### config.mk
export PLATFORM = sky130hd
export DESIGN_NAME = param_sync_fifo
export DESIGN_NICKNAME = d
export VERILOG_FILES = /design/src/rtl/param_sync_fifo.sv
export SDC_FILE = /design/constraint.sdc
export NUM_CORES = 1
export LEC_CHECK = 0
export ABC_AREA = 1
export CAP_MARGIN = 20
export CORE_AREA = 2 2 105 117
export CTS_CLUSTER_DIAMETER = 80
export DETAILED_ROUTE_END_ITERATION = 8
export DIE_AREA = 0 0 107 119
export PLACE_DENSITY = 0.79
export REMOVE_ABC_BUFFERS = 1
export SLEW_MARGIN = 20
export SYNTH_ARGS = -nofsm -noshare
export SYNTH_HDL_FRONTEND = slang
export SYNTH_SLANG_ARGS = --single-unit
### constraint.sdc
create_clock -name clk -period 2.5 [get_ports clk]
set_input_delay 0.5 -clock clk [delete_from_list [all_inputs] [get_ports clk]]
set_output_delay 0.5 -clock clk [all_outputs]
set_load 0.005 [all_outputs]
### src/rtl/param_sync_fifo.sv
// Parametrised single-clock FIFO with registered or first-word-fall-through read,
// occupancy count, almost-full/almost-empty thresholds and sticky error flags.
module param_sync_fifo #(
  parameter int DATA_WIDTH = 8,
  parameter int DEPTH      = 16,
  parameter int AF_THRESH  = 12,
  parameter int AE_THRESH  = 4,
  parameter int FWFT       = 0
) (
  input  logic                     clk,
  input  logic                     rst,
  input  logic                     w_en,
  input  logic [DATA_WIDTH-1:0]    data_in,
  input  logic                     r_en,
  input  logic                     clr_err,
  output logic [DATA_WIDTH-1:0]    data_out,
  output logic                     rd_valid,
  output logic                     full,
  output logic                     empty,
  output logic                     almost_full,
  output logic                     almost_empty,
  output logic [$clog2(DEPTH):0]   count,
  output logic                     overflow,
  output logic                     underflow
);

  localparam int PTR_WIDTH = $clog2(DEPTH);
  localparam logic [PTR_WIDTH:0] DEPTH_CNT = (PTR_WIDTH+1)'(DEPTH);
  localparam logic [PTR_WIDTH:0] AF_CNT    = (PTR_WIDTH+1)'(AF_THRESH);
  localparam logic [PTR_WIDTH:0] AE_CNT    = (PTR_WIDTH+1)'(AE_THRESH);

  logic [DATA_WIDTH-1:0] r_mem [DEPTH];
  logic [PTR_WIDTH:0]    r_w_ptr;
  logic [PTR_WIDTH:0]    r_r_ptr;
  logic [PTR_WIDTH:0]    r_count;
  logic [DATA_WIDTH-1:0] r_data_out;
  logic                  r_rd_valid;
  logic                  r_overflow;
  logic                  r_underflow;

  logic                  w_wr_accept;
  logic                  w_rd_accept;
  logic [DATA_WIDTH-1:0] w_head;

  assign full         = (r_count == DEPTH_CNT);
  assign empty        = (r_count == '0);
  assign almost_full  = (r_count >= AF_CNT);
  assign almost_empty = (r_count <= AE_CNT);
  assign count        = r_count;
  assign overflow     = r_overflow;
  assign underflow    = r_underflow;

  // Acceptance is judged on the flags as they stand before the edge
  assign w_wr_accept = w_en && !full;
  assign w_rd_accept = r_en && !empty;
  assign w_head      = r_mem[r_r_ptr[PTR_WIDTH-1:0]];

  // Storage carries no reset; only written entries are ever observable
  always_ff @(posedge clk) begin
    if (w_wr_accept) begin
      r_mem[r_w_ptr[PTR_WIDTH-1:0]] <= data_in;
    end
  end

  always_ff @(posedge clk or posedge rst) begin
    if (rst) begin
      r_w_ptr <= '0;
      r_r_ptr <= '0;
      r_count <= '0;
    end else begin
      if (w_wr_accept) begin
        r_w_ptr <= r_w_ptr + 1'b1;
      end
      if (w_rd_accept) begin
        r_r_ptr <= r_r_ptr + 1'b1;
      end
      case ({w_wr_accept, w_rd_accept})
        2'b10:   r_count <= r_count + 1'b1;
        2'b01:   r_count <= r_count - 1'b1;
        default: r_count <= r_count;
      endcase
    end
  end

  always_ff @(posedge clk or posedge rst) begin
    if (rst) begin
      r_data_out <= '0;
      r_rd_valid <= 1'b0;
    end else begin
      r_rd_valid <= w_rd_accept;
      if (w_rd_accept) begin
        r_data_out <= w_head;
      end
    end
  end

  // A new error on the same edge as clr_err takes priority over the clear
  always_ff @(posedge clk or posedge rst) begin
    if (rst) begin
      r_overflow  <= 1'b0;
      r_underflow <= 1'b0;
    end else begin
      if (w_en && full) begin
        r_overflow <= 1'b1;
      end else if (clr_err) begin
        r_overflow <= 1'b0;
      end
      if (r_en && empty) begin
        r_underflow <= 1'b1;
      end else if (clr_err) begin
        r_underflow <= 1'b0;
      end
    end
  end

  // In FWFT mode the head is presented directly; zero while empty keeps reset output clean
  always_comb begin
    data_out = r_data_out;
    rd_valid = r_rd_valid;
    if (FWFT != 0) begin
      data_out = empty ? '0 : w_head;
      rd_valid = !empty;
    end
  end

endmodule
==> key figures <==
Worst setup path
  • Max FO, Critical Path: 5
  • Critical Path AT: approximately 1.8 ns
  • Register-to-Register Path Depth: 17
  • Reg-to-reg slack, setup: 0.22 ns
  • Crit Reg-Reg Endpoint: count[4]
  • Nature of the critical path startpoint: flop
  • CP endpoint kind: primary output
  • Worst setup path category: reg -> out
  • Reg2Reg Launch Point: count[1]
  • Worst EP required: 2.00 ns
  • Setup crit start: count[1]
  • End point of the critical path: full

Synthesis
  • Sequential-to-total area share from yosys stat: 0.655
  • Mapped Cells: 678
  • Synth Register Bits: 152
  • Synth top area share: 0.566
  • Most common cell in the netlist: nand2_1
  • Mean Syn Cell Area: 10.0 sq um
  • Yosys warnings: 0
  • Yosys cell types: 25
  • Ys async rst share: 0.158
  • Mapped cell area: ~0.0068 sq mm
  • Post-synth EDFFs: approximately 130
  • Synth area leaders: edfxtp_1, nand2_1, dfrtp_1
  • Main synth FF type: edfxtp_1
  • Top post-synthesis cells by count: nand2_1, edfxtp_1, inv_1, nand3_1, dfrtp_1
  • Synth area leader: edfxtp_1

Routing
  • Drt pass-1 iters: 7
  • Initial DRC count: roughly 460
  • DRC viols: 0
  • Routed via count: 4798
  • DR WL/cell: 16.7 um
  • Routed WL: 15.0 mm
  • Vias/cell: 5.35
  • Antenna Nets Post-Route: 0

Clock tree
  • Post_cts resized: 0
  • Max clock buf depth: 2
  • CTS tree: yes
  • Clock Latency Late Sink: 0.42 ns
  • Root Driver: clkbuf_16
  • Clock sink count: 152
  • Post-CTS setup buffer count: 0
  • Clk slew on worst S/H paths: 0.06 ns
  • Hold-fix buffers, CTS: 0
  • CTS H-tree lvls: 4
  • TritonCTS Buffers: 17

Status
  • Status: completed

Timing
  • Final Hold Vio Count: 0
  • Slew margin rel.: 0.520
  • Tcrit/Tclk final: 0.936
  • Final setup fails: 0
  • Unrepaired setup endpoints after global routing: false
  • Max frequency: 0.427 GHz
  • Clk_skew: approximately 0.013 ns
  • Worst slew pin tran: 0.718 ns
  • Final Worst Setup Slack: 0.161 ns
  • Slew Viols, Final: 0
  • Final min period: 2.34 ns

Place
  • Routability-driven placement congestion ratio: 0.937
  • Port Buffers: 32
  • Dpl ws: 0.100 ns
  • Post-DP HPWL: 9.50 mm

Floorplan
  • Starting density of the core: 0.579
  • Die extent in x: 107 um
  • Core area: 0.0117 sq mm
  • DIE AREA: 0.0127 sq mm
  • Row count: 42
  • Num ports: 33
  • Die height: 119 um

Global route
  • Vias in the first global route: 4745
  • Largest net degree at the start of global routing: 34
  • GRT met3 Usage: 0.0586
  • First-pass GRT wire length: 23.6 mm
  • Antenna violations before repair: 0
  • Met1 Track Usage GR: 0.296
  • Grt ovf: 0
  • Busiest grt layer: met2
  • GRT Total Usage: 0.251
  • Grt met2 use: 0.434

Finish
  • Syn-to-layout area delta: 17.5%
  • Fin util: 0.681
  • Fill count: 839
  • Share of cells above drive strength 1: 0.0943
  • Post-layout nets: 750
  • N_diodes: 0

Min path
  • Worst hold path class: in -> async

Power and ir drop
  • LEAKAGE: 3.56 nW
  • Maximum vdd drop: approximately 0.56 mV
  • Pwr Density: approximately 1200 mW/mm^2

Job
  • Max-cap viol count: 0
[cell type report]
cell class                 count  area, sq um  share of cell area
multi-input combinational    382         1740               0.219
clock inverter                 8          108              0.0135
clock buffer                  24          526              0.0659
timing repair buffer          59          523              0.0656
tap                          154          193              0.0242
inverter                     117          439              0.0551
sequential                   152         4450               0.557
[flip-flops by register name, summed over array words and instances (netlist names)]
name	cells
count	5
data_out	8
overflow	1
r_mem	128
r_r_ptr	4
r_w_ptr	4
rd_valid	1
underflow	1
[worst min path at each step]
stage,from,to,slack [ns]
after global routing,data_out[7],data_out[7],0.51
final,rst,data_out[7],0.50
after global placement,data_out[4],data_out[4],0.47
after floorplan,data_out[0],data_out[0],0.47
after CTS,data_out[7],data_out[7],0.49
after detailed placement,data_out[4],data_out[4],0.47
[per-stage QoR]
stage | cell area, sq um | total power, mW | TNS (ns) | hold WS (ns) | instances
5_1_grt | 7980 | 9.70 | 0 | 0.514 | 896
3_3_place_gp | 7340 | 6.40 | 0 | 0.470 | 864
3_5_place_dp | 7340 | 6.53 | 0 | 0.473 | 864
4_1_cts | 7980 | 9.24 | 0 | 0.493 | 896
6_report | 7980 | 9.23 | 0 | 0.497 | 896
2_1_floorplan | 6630 | 5.27 | -0.871 | 0.472 | 651
[placed cells by master (no fill, tap or decap), types with 3 or more instances in the layout]
master	instances
buf_4	27
clkbuf_1	3
clkbuf_16	20
clkdlybuf4s50_1	32
clkinvlp_4	4
dfrtp_1	23
edfxtp_1	128
ha_1	8
inv_1	110
inv_2	5
nand2_1	222
nand2_2	3
nand3_1	102
nor2_1	22
o21ai_0	7
xor2_1	8
[critical path, cell delays in order, from the launching register on]
cell,delay (ns)
dfrtp_1,0.43
inv_2,0.08
nand2_1,0.08
nor2_2,0.12
nand3_1,0.12
inv_1,0.09
clkdlybuf4s50_1,0.50
[metal layers]
metal | wire length [um] | share of wire | up-vias
li1 | - | - | 2261
met3 | 921 | 0.062 | 51
met5 | 0 | 0 | -
met2 | 7830 | 0.52 | 223
met4 | 602 | 0.040 | 0
met1 | 5620 | 0.38 | 2263
[power by group]
part	internal (mW)	switching [mW]
clock network	1.68	0.965
registers	3.15	0.272
logic	1.12	2.05
[logic make-up after synthesis]
logic type / after synthesis / share of synthesized area
AOI/OAI and AO/OA: 10 / 0.00866
adders and majority gates: 8 / 0.0147
and+or+nand+nor: 353 / 0.218
xor gates and xnor gates: 11 / 0.0153
DFF: 152 / 0.655
buffers and inverters: 144 / 0.0886
(Power assumes the default switching activity.)
